File: src/rtl/rect_fill.sv
// rect_fill: fills an axis-aligned rectangle of the 160x120 framebuffer with a
// single colour. It emits one pixel per cycle in column-major order: x is the
// outer loop and y the inner loop.
//
// Ports:
//   clk, rst_n          clock; synchronous active-low reset
//   start               request, held high by the requester until done is seen
//   x0, y0, x1, y1      two opposite corners, in either order
//   colour              fill colour
//   done                fill finished; stays high until start drops
//   vga_x, vga_y        pixel coordinate
//   vga_colour          pixel colour
//   vga_plot            write strobe, high for each emitted pixel
//
// Handshake: the requester raises start and holds it. The block samples the
// corners and colour once, in LOAD, then plots. It raises done and keeps it
// high until it samples start low, then returns to IDLE. Dropping start early
// does not abort a fill. In that case done is still high for one cycle.
//
// Every output is registered from the current state and counters. As a
// result, the outputs trail the state register by one clock edge.
module rect_fill #(
  parameter int SCREEN_W = 160,
  parameter int SCREEN_H = 120
) (
  input  logic       clk,
  input  logic       rst_n,
  input  logic       start,
  input  logic [7:0] x0,
  input  logic [6:0] y0,
  input  logic [7:0] x1,
  input  logic [6:0] y1,
  input  logic [2:0] colour,
  output logic       done,
  output logic [7:0] vga_x,
  output logic [6:0] vga_y,
  output logic [2:0] vga_colour,
  output logic       vga_plot
);

  localparam logic [7:0] X_LAST = 8'(SCREEN_W - 1);
  localparam logic [6:0] Y_LAST = 7'(SCREEN_H - 1);

  typedef enum logic [1:0] {IDLE, LOAD, FILL, DONE} state_t;

  // The state register is kept visible by name so that checkers can probe it.
  state_t     state;
  logic [7:0] cx, xhi;
  logic [6:0] cy, ylo, yhi;
  logic [2:0] col_q;

  // Order the corners and clip them to the screen. These values are used only
  // in LOAD.
  logic [7:0] xmin, xmax, xclip;
  logic [6:0] ymin, ymax, yclip;
  logic       off_screen;

  always_comb begin
    xmin       = (x0 < x1) ? x0 : x1;
    xmax       = (x0 < x1) ? x1 : x0;
    xclip      = (xmax > X_LAST) ? X_LAST : xmax;
    ymin       = (y0 < y1) ? y0 : y1;
    ymax       = (y0 < y1) ? y1 : y0;
    yclip      = (ymax > Y_LAST) ? Y_LAST : ymax;
    // If the lower corner is off screen, the whole rectangle is off screen.
    off_screen = (xmin > X_LAST) || (ymin > Y_LAST);
  end

  always_ff @(posedge clk) begin
    if (!rst_n) begin
      state      <= IDLE;
      done       <= 1'b0;
      vga_x      <= '0;
      vga_y      <= '0;
      vga_colour <= '0;
      vga_plot   <= 1'b0;
      cx         <= '0;
      cy         <= '0;
      xhi        <= '0;
      ylo        <= '0;
      yhi        <= '0;
      col_q      <= '0;
    end else begin
      case (state)
        IDLE: begin
          done       <= 1'b0;
          vga_x      <= '0;
          vga_y      <= '0;
          vga_colour <= '0;
          vga_plot   <= 1'b0;
          if (start) state <= LOAD;
        end

        LOAD: begin
          col_q <= colour;
          xhi   <= xclip;
          ylo   <= ymin;
          yhi   <= yclip;
          cx    <= xmin;
          cy    <= ymin;
          state <= off_screen ? DONE : FILL;
        end

        FILL: begin
          vga_x      <= cx;
          vga_y      <= cy;
          vga_colour <= col_q;
          vga_plot   <= 1'b1;
          if (cx == xhi && cy == yhi) begin
            state <= DONE;
          end else if (cy < yhi) begin
            cy <= cy + 7'd1;
          end else begin
            cy <= ylo;
            cx <= cx + 8'd1;
          end
        end

        DONE: begin
          vga_x      <= '0;
          vga_y      <= '0;
          vga_colour <= '0;
          vga_plot   <= 1'b0;
          // Raise done first, then release only after it has been visible.
          // This keeps done high for at least one cycle even if start
          // dropped during the fill.
          if (done && !start) begin
            done  <= 1'b0;
            state <= IDLE;
          end else begin
            done <= 1'b1;
          end
        end

        default: state <= IDLE;
      endcase
    end
  end

endmodule
File: config.mk
export PLATFORM = sky130hd
export DESIGN_NAME = rect_fill
export DESIGN_NICKNAME = d
export VERILOG_FILES = /design/src/rtl/rect_fill.sv
export SDC_FILE = /design/constraint.sdc
export NUM_CORES = 1
export LEC_CHECK = 0
export ABC_AREA = 0
export ABC_CLOCK_PERIOD_IN_PS = 2700
export BUFFER_PORTS_ARGS = -buffer_cell sky130_fd_sc_hd__buf_4
export CAP_MARGIN = 20
export CORE_MARGIN = 4
export CORE_UTILIZATION = 26
export DETAILED_ROUTE_END_ITERATION = 10
export PLACE_DENSITY = 0.54
export SYNTH_ARGS = -nofsm -noshare
export SYNTH_HDL_FRONTEND = slang
export SYNTH_SLANG_ARGS = --single-unit
File: constraint.sdc
create_clock -name clk -period 2.7 [get_ports clk]
set_input_delay 0.135 -clock clk [delete_from_list [all_inputs] [get_ports clk]]
set_output_delay 0.135 -clock clk [all_outputs]
set_load 0.02 [all_outputs]
==> results of run 1 <==
[worst paths after layout]
kind	startpoint	endpoint	slack, ps	cells after the start
hold / removal	colour[2]	col_q[2]$_SDFFE_PN0P_	50	3
setup reg to reg	cy[2]$_SDFFE_PN0P_	cy[4]$_SDFFE_PN0P_	160	7
setup / recovery	cy[2]$_SDFFE_PN0P_	cy[4]$_SDFFE_PN0P_	160	7
hold reg to reg	yhi[1]$_SDFFE_PN0P_	yhi[1]$_SDFFE_PN0P_	480	2
[kinds of logic after synthesis]
logic type	synth area share, %
flops	33.1
buf+inv	5.54
simple gates	18.4
compound gates	24.5
mux	6.08
fa+ha+maj	9.35
xor+xnor	3.04
[layout make-up]
| class | instances | area (um2) |
|---|---|---|
| clock buffers | 12 | 246 |
| clock inverters | 4 | 70.1 |
| fillers | 1482 | 9320 |
| inverters | 26 | 97.6 |
| multi-input cells | 354 | 2300 |
| flip-flops and latches | 62 | 1240 |
| well taps | 180 | 225 |
| repair buffers | 65 | 488 |
[synth_stat cells, types with 5 or more instances]
cell type / instances
mux2_2: 6
a21o_1: 5
xnor2_1: 8
a31oi_1: 7
ha_1: 28
inv_1: 25
o21ai_1: 10
nand2_1: 42
nor2_1: 58
clkbuf_1: 20
nand2b_1: 8
nand3_1: 13
o21ai_0: 13
mux2i_1: 16
a311oi_1: 6
dfxtp_1: 62
a211oi_1: 16
xor2_1: 5
nor2b_1: 7
a21oi_1: 54
[registers in the layout (all words and copies together), names as in the netlist]
signal      count
vga_colour      3
vga_plot        1
xhi             8
cx              8
yhi             7
ylo             7
cy              7
vga_y           7
done            1
col_q           3
vga_x           8
state           2
[critical path, delay by kind of cell (launching register included)]
family / cells / cell delay (ps)
AOI/OAI and AO/OA: 4 / 980
and+or+nand+nor: 1 / 210
adders and majority gates: 1 / 320
muxes: 1 / 390
DFF: 1 / 500
[where the power goes]
group          internal, mW  total, mW  leakage [nW]  switching (mW)
logic                 0.837       2.13          1.32            1.29
clock network         0.830       1.23         0.157           0.401
registers              1.18       1.43         0.507           0.253
[through the flow]
step	total power [mW]	worst slack [ps]	cell area (um2)	instances	hold WS, ps
floorplan	2.98	585	3750	469	282
detailed placement	3.58	229	4350	687	394
global route	5.17	3.52	4670	703	69.5
global placement	3.55	263	4350	687	383
finish	4.79	158	4670	703	54.8
CTS	4.84	208	4670	703	46.1
[routing by layer]
layer	GRT usage (%)	share of wire (%)	vias to the layer above	wire length, um
li1	-	-	1777	-
met1	16.3	46	1573	4680
met2	21.2	48	66	4790
met3	3.29	4.4	11	444
met4	4.81	1.6	0	159
met5	0	0	-	0
==> impl_results.md, run 1 <==
* Final setup vio count at 0
* CTS Sinks at 62
* Row count at 43
* Antenna-violating nets left at 0
* Worst path cell trace: ha_1 > and4b_1 > a211oi_1 > o21a_1 > mux2_2 > a21oi_1 > a211oi_1
* Post CTS Setup Buffer Count at 0
* Area delta synth->final at 24.6%
* Die ar. at 16400 um2
* Area of the mapped netlist at 3750 um2
* Global-route wire length before repair at roughly 17 mm
* Post-synth EDFFs at 0
* Setup TNS at 0 ps
* Pre-antenna DRT Iters at 4
* Crit. End Element: flop
* Max Fclk at 393 MHz
* DRC at 0
* Commonest non-fill, non-tap cell in the layout: buf_4
* Routed wire length per instance at 14.3 um
* CP dominant cell by count: a211oi_1
* RSZ-0062 raised after global routing: false
* #FFs+latches synth at 62
* Largest net degree at the start of global routing at 45
* Clock tree buffer depth at 2
* Synth Instances at 469
* Initial antenna violation count at 0
* Post-synth top area cell: dfxtp_1
* DIE HEIGHT at 128 um
* Root Buffer: clkbuf_16
* Clk pin slew, worst setup/hold paths at 60 ps
* Synth area leaders: dfxtp_1 (33%), ha_1 (9.3%), a21oi_1 (7.2%), nor2_1 (5.8%), mux2i_1 (4.3%)
* Minimum clock period at 2540 ps
* Hold Fails Final Rpt at 0
* Status: completed
* Fin crit share at 94.2%
* Seq/Total Area, Yosys at 33.1%
* Util after Layout at 33.4%
* Commonest non-fill, non-tap cells in the layout: buf_4 (65), dfxtp_1 (62), nor2_1 (58)
* Diodes inserted at 0
* Share of cells above drive strength 1 at around 18%
* CTS tree: yes
* Core ar. at roughly 14000 um2
* Starting Density at 26.8%
* Pwr Density at 1030 nW/um2
* Critical path startpoint category: flop
* H-tree Lvls at 3
* Area fraction of the dominant cell type after synthesis at 33.1%
* Global placement routability congestion at 0.859
* Max Cap Viol at 0
* Mapped Nets at 533
* Nets at 582
* Total gr overflow at 0
* Slowest cell on the critical path: dfxtp_1
* Die W at 128 um
* Worst EP required at 2900 ps
* Max-slew violations at 0
* Worst vdd ir at 0.472 mV
* Critical Path Fanout Max at 11
* Final WL at about 10 mm
* PortBufs at 55
* Mean Syn Cell Area at 7.99 um2
* Number of global-route vias before repair at 3422
* Total global-route track usage at 12.9%
* Vias per cell at between 4 and 5
* Ys flop type: dfxtp_1
* DR iter-0 viols at 206
* Cts bufs inserted at 9
* DP Wirelength at roughly 7.6 mm
* Yosys warning count at 0
* Slew headroom at approximately 39%
* CP arrival at roughly 2700 ps
* Post-CTS Resized at 0
* CTS Hold Bufs at 0
* Worst skew pair latency at 330 ps
* Vias at 3427
* I/O pins at between 50 and 60
* Worst-Margin Slew at 903 ps
* Distinct cells, synth at 57
* Clock Skew at 7.69 ps
* Leak at 1.99 nW
* Asr flop ratio synth at 0%
* Critical path's largest stage delay at 500 ps
* Worst Hold Class: primary input to flop
* Critical path class: flop to flop
Note: power is estimated with default switching activity, not from simulation.
==> inputs of run 2 (changes only) <==
--- a/config.mk
+++ b/config.mk
@@ -7,12 +7,12 @@
 export LEC_CHECK = 0
 export ABC_AREA = 0
 export ABC_CLOCK_PERIOD_IN_PS = 2700
-export BUFFER_PORTS_ARGS = -buffer_cell sky130_fd_sc_hd__buf_4
 export CAP_MARGIN = 20
 export CORE_MARGIN = 4
 export CORE_UTILIZATION = 26
 export DETAILED_ROUTE_END_ITERATION = 10
-export PLACE_DENSITY = 0.54
+export DONT_BUFFER_PORTS = 1
+export PLACE_DENSITY = 0.5
 export SYNTH_ARGS = -nofsm -noshare
 export SYNTH_HDL_FRONTEND = slang
 export SYNTH_SLANG_ARGS = --single-unit
==> impl_results.md, run 2 (synthesized netlist as in run 1, its figures left out) <==
* Clock tree buffer depth at 2 (unchanged)
* Status: completed
* Hold_ws at 34.9 ps (-19.9 ps)
* Max-slew violations at 0 (unchanged)
* Commonest non-fill, non-tap cells in the layout: dfxtp_1 (62), nor2_1 (58), a21oi_1 (53)
* Antenna-violating nets left at 0 (unchanged)
* Setup TNS at 0 ps (unchanged)
* Pre-antenna DRT Iters at 4 (unchanged)
* H-tree Lvls at 3 (unchanged)
* I/O pins at 56 (unchanged)
* Total gr overflow at 0 (unchanged)
* Worst-Margin Slew at 825 ps (-78.0 ps)
* DR iter-0 viols at 180 (-13%)
* CP arrival at 2640 ps (-100 ps)
* DP Wirelength at 7.66 mm (+0.86%)
* Max Fclk at 410 MHz (+4.3%)
* Worst Hold Class: primary input to flop
* Clk pin slew, worst setup/hold paths at 50 ps (about the same)
* Post CTS Setup Buffer Count at 0 (unchanged)
* Critical Path Fanout Max at 8 (-3)
* Slew headroom at 44.8% (+5.7 points)
* Pre-CTS setup slack at 188 ps (-41.2 ps)
* Diodes inserted at 0 (unchanged)
* Final WS setup at 262 ps (+104 ps)
* Starting Density at 26.8% (unchanged)
* PortBufs at 0 (-100%)
* Nets at 543 (-6.7%)
* Pwr Density at 1070 nW/um2 (+4.2%)
* Hold Fails Final Rpt at 0 (unchanged)
* Row count at 43 (unchanged)
* Commonest non-fill, non-tap cell in the layout: dfxtp_1
* Initial antenna violation count at 0 (unchanged)
* Worst vdd ir at 0.470 mV (-0.37%)
* Vias per cell at 4.99 (+2.3%)
* Crit. End Element: flop
* Largest net degree at the start of global routing at 27 (-40%)
* CTS tree: yes
* Die W at 128 um (unchanged)
* Worst EP required at 2910 ps (about the same)
* Total global-route track usage at 12.9% (-0.013 points)
* Global-route wire length before repair at 17.0 mm (+0.28%)
* Share of cells above drive strength 1 at 8.49% (-9.1 points)
* DIE HEIGHT at 128 um (unchanged)
* Routed wire length per instance at 15.8 um (+10%)
* Biggest registers after layout: cx: 8 flops, vga_x: 8 flops, xhi: 8 flops
* CTS Sinks at 62 (unchanged)
* Global placement routability congestion at 0.796 (-7.4%)
* Util after Layout at 31.5% (-1.9 points)
* DRC at 0 (unchanged)
* Final setup vio count at 0 (unchanged)
* Leak at 1.78 nW (-11%)
* Fin crit share at 90.3% (-3.9 points)
* Critical path startpoint category: flop
* Worst skew pair latency at 320 ps (about the same)
* Die ar. at 16400 um2 (unchanged)
* Critical path class: flop to flop
* Cts bufs inserted at 9 (unchanged)
* Core ar. at 14000 um2 (unchanged)
* Max Cap Viol at 0 (unchanged)
* Minimum clock period at 2440 ps (-104 ps)
* Number of global-route vias before repair at 3257 (-4.8%)
* Total power at 4.71 mW (-1.7%)
* RSZ-0062 raised after global routing: false
* Clock Skew at 5.99 ps (-1.70 ps)
* Area delta synth->final at 17.6%
* Vias at 3307 (-3.5%)
* Final WL at 10.5 mm (+3.7%)
* Root Buffer: clkbuf_16
[run 2: what timing repair did]
action / CTS / global route
hold buffers: 14 / 0
resized for setup: 0 / 1
endpoints found under the setup margin: 0 / 4
hold endpoints to repair: 27 / 0
[run 2: worst paths after layout]
path	start	end	slack, ps	depth (start not counted)
worst min register to register	yhi[1]$_SDFFE_PN0P_	yhi[1]$_SDFFE_PN0P_	480	2
worst max register to register	cy[0]$_SDFFE_PN0P_	cx[6]$_SDFFE_PN0P_	260	7
worst min-delay path	y0[1]	ylo[1]$_SDFFE_PN0P_	30	2
worst max-delay path	cy[0]$_SDFFE_PN0P_	cx[6]$_SDFFE_PN0P_	260	7
[run 2: cell type report]
type                    count  area (um2)
clock buffers              12         267
clock inverters             3        42.5
fillers                  1504        9580
inverters                  26        97.6
multi-input cells         354        2300
flip-flops and latches     62        1240
well taps                 180         225
repair buffers             26         230
[run 2: worst max-delay path, stage by stage, from the launching register on]
cell and delay [ps]:
dfxtp_1 470, inv_1 80, ha_1 290, nand4_1 90, or3_1 380, o31ai_4 510, o21ai_2 220, a32o_1 290
[run 2: power breakdown]
group	leakage (nW)	internal (mW)	switching (mW)	total, mW
Sequential	0.507	1.18	0.323	1.50
Combinational	1.12	0.819	1.22	2.04
Clock	0.151	0.782	0.389	1.17
Total	1.78	2.78	1.93	4.71
[run 2: per-stage QoR]
step / std cells / cell area (um2)
finish: 663 / 4410
global route: 663 / 4410
CTS: 663 / 4410
detailed placement: 634 / 3960
global placement: 634 / 3960
floorplan: 469 / 3750
[run 2: layer usage]
layer	vias to the layer above	wire, um	global-route usage, %
li1	1687	-	-
met1	1527	4970	17.9
met2	89	4710	19.9
met3	4	708	3.62
met4	0	74	2.93
met5	-	0	0
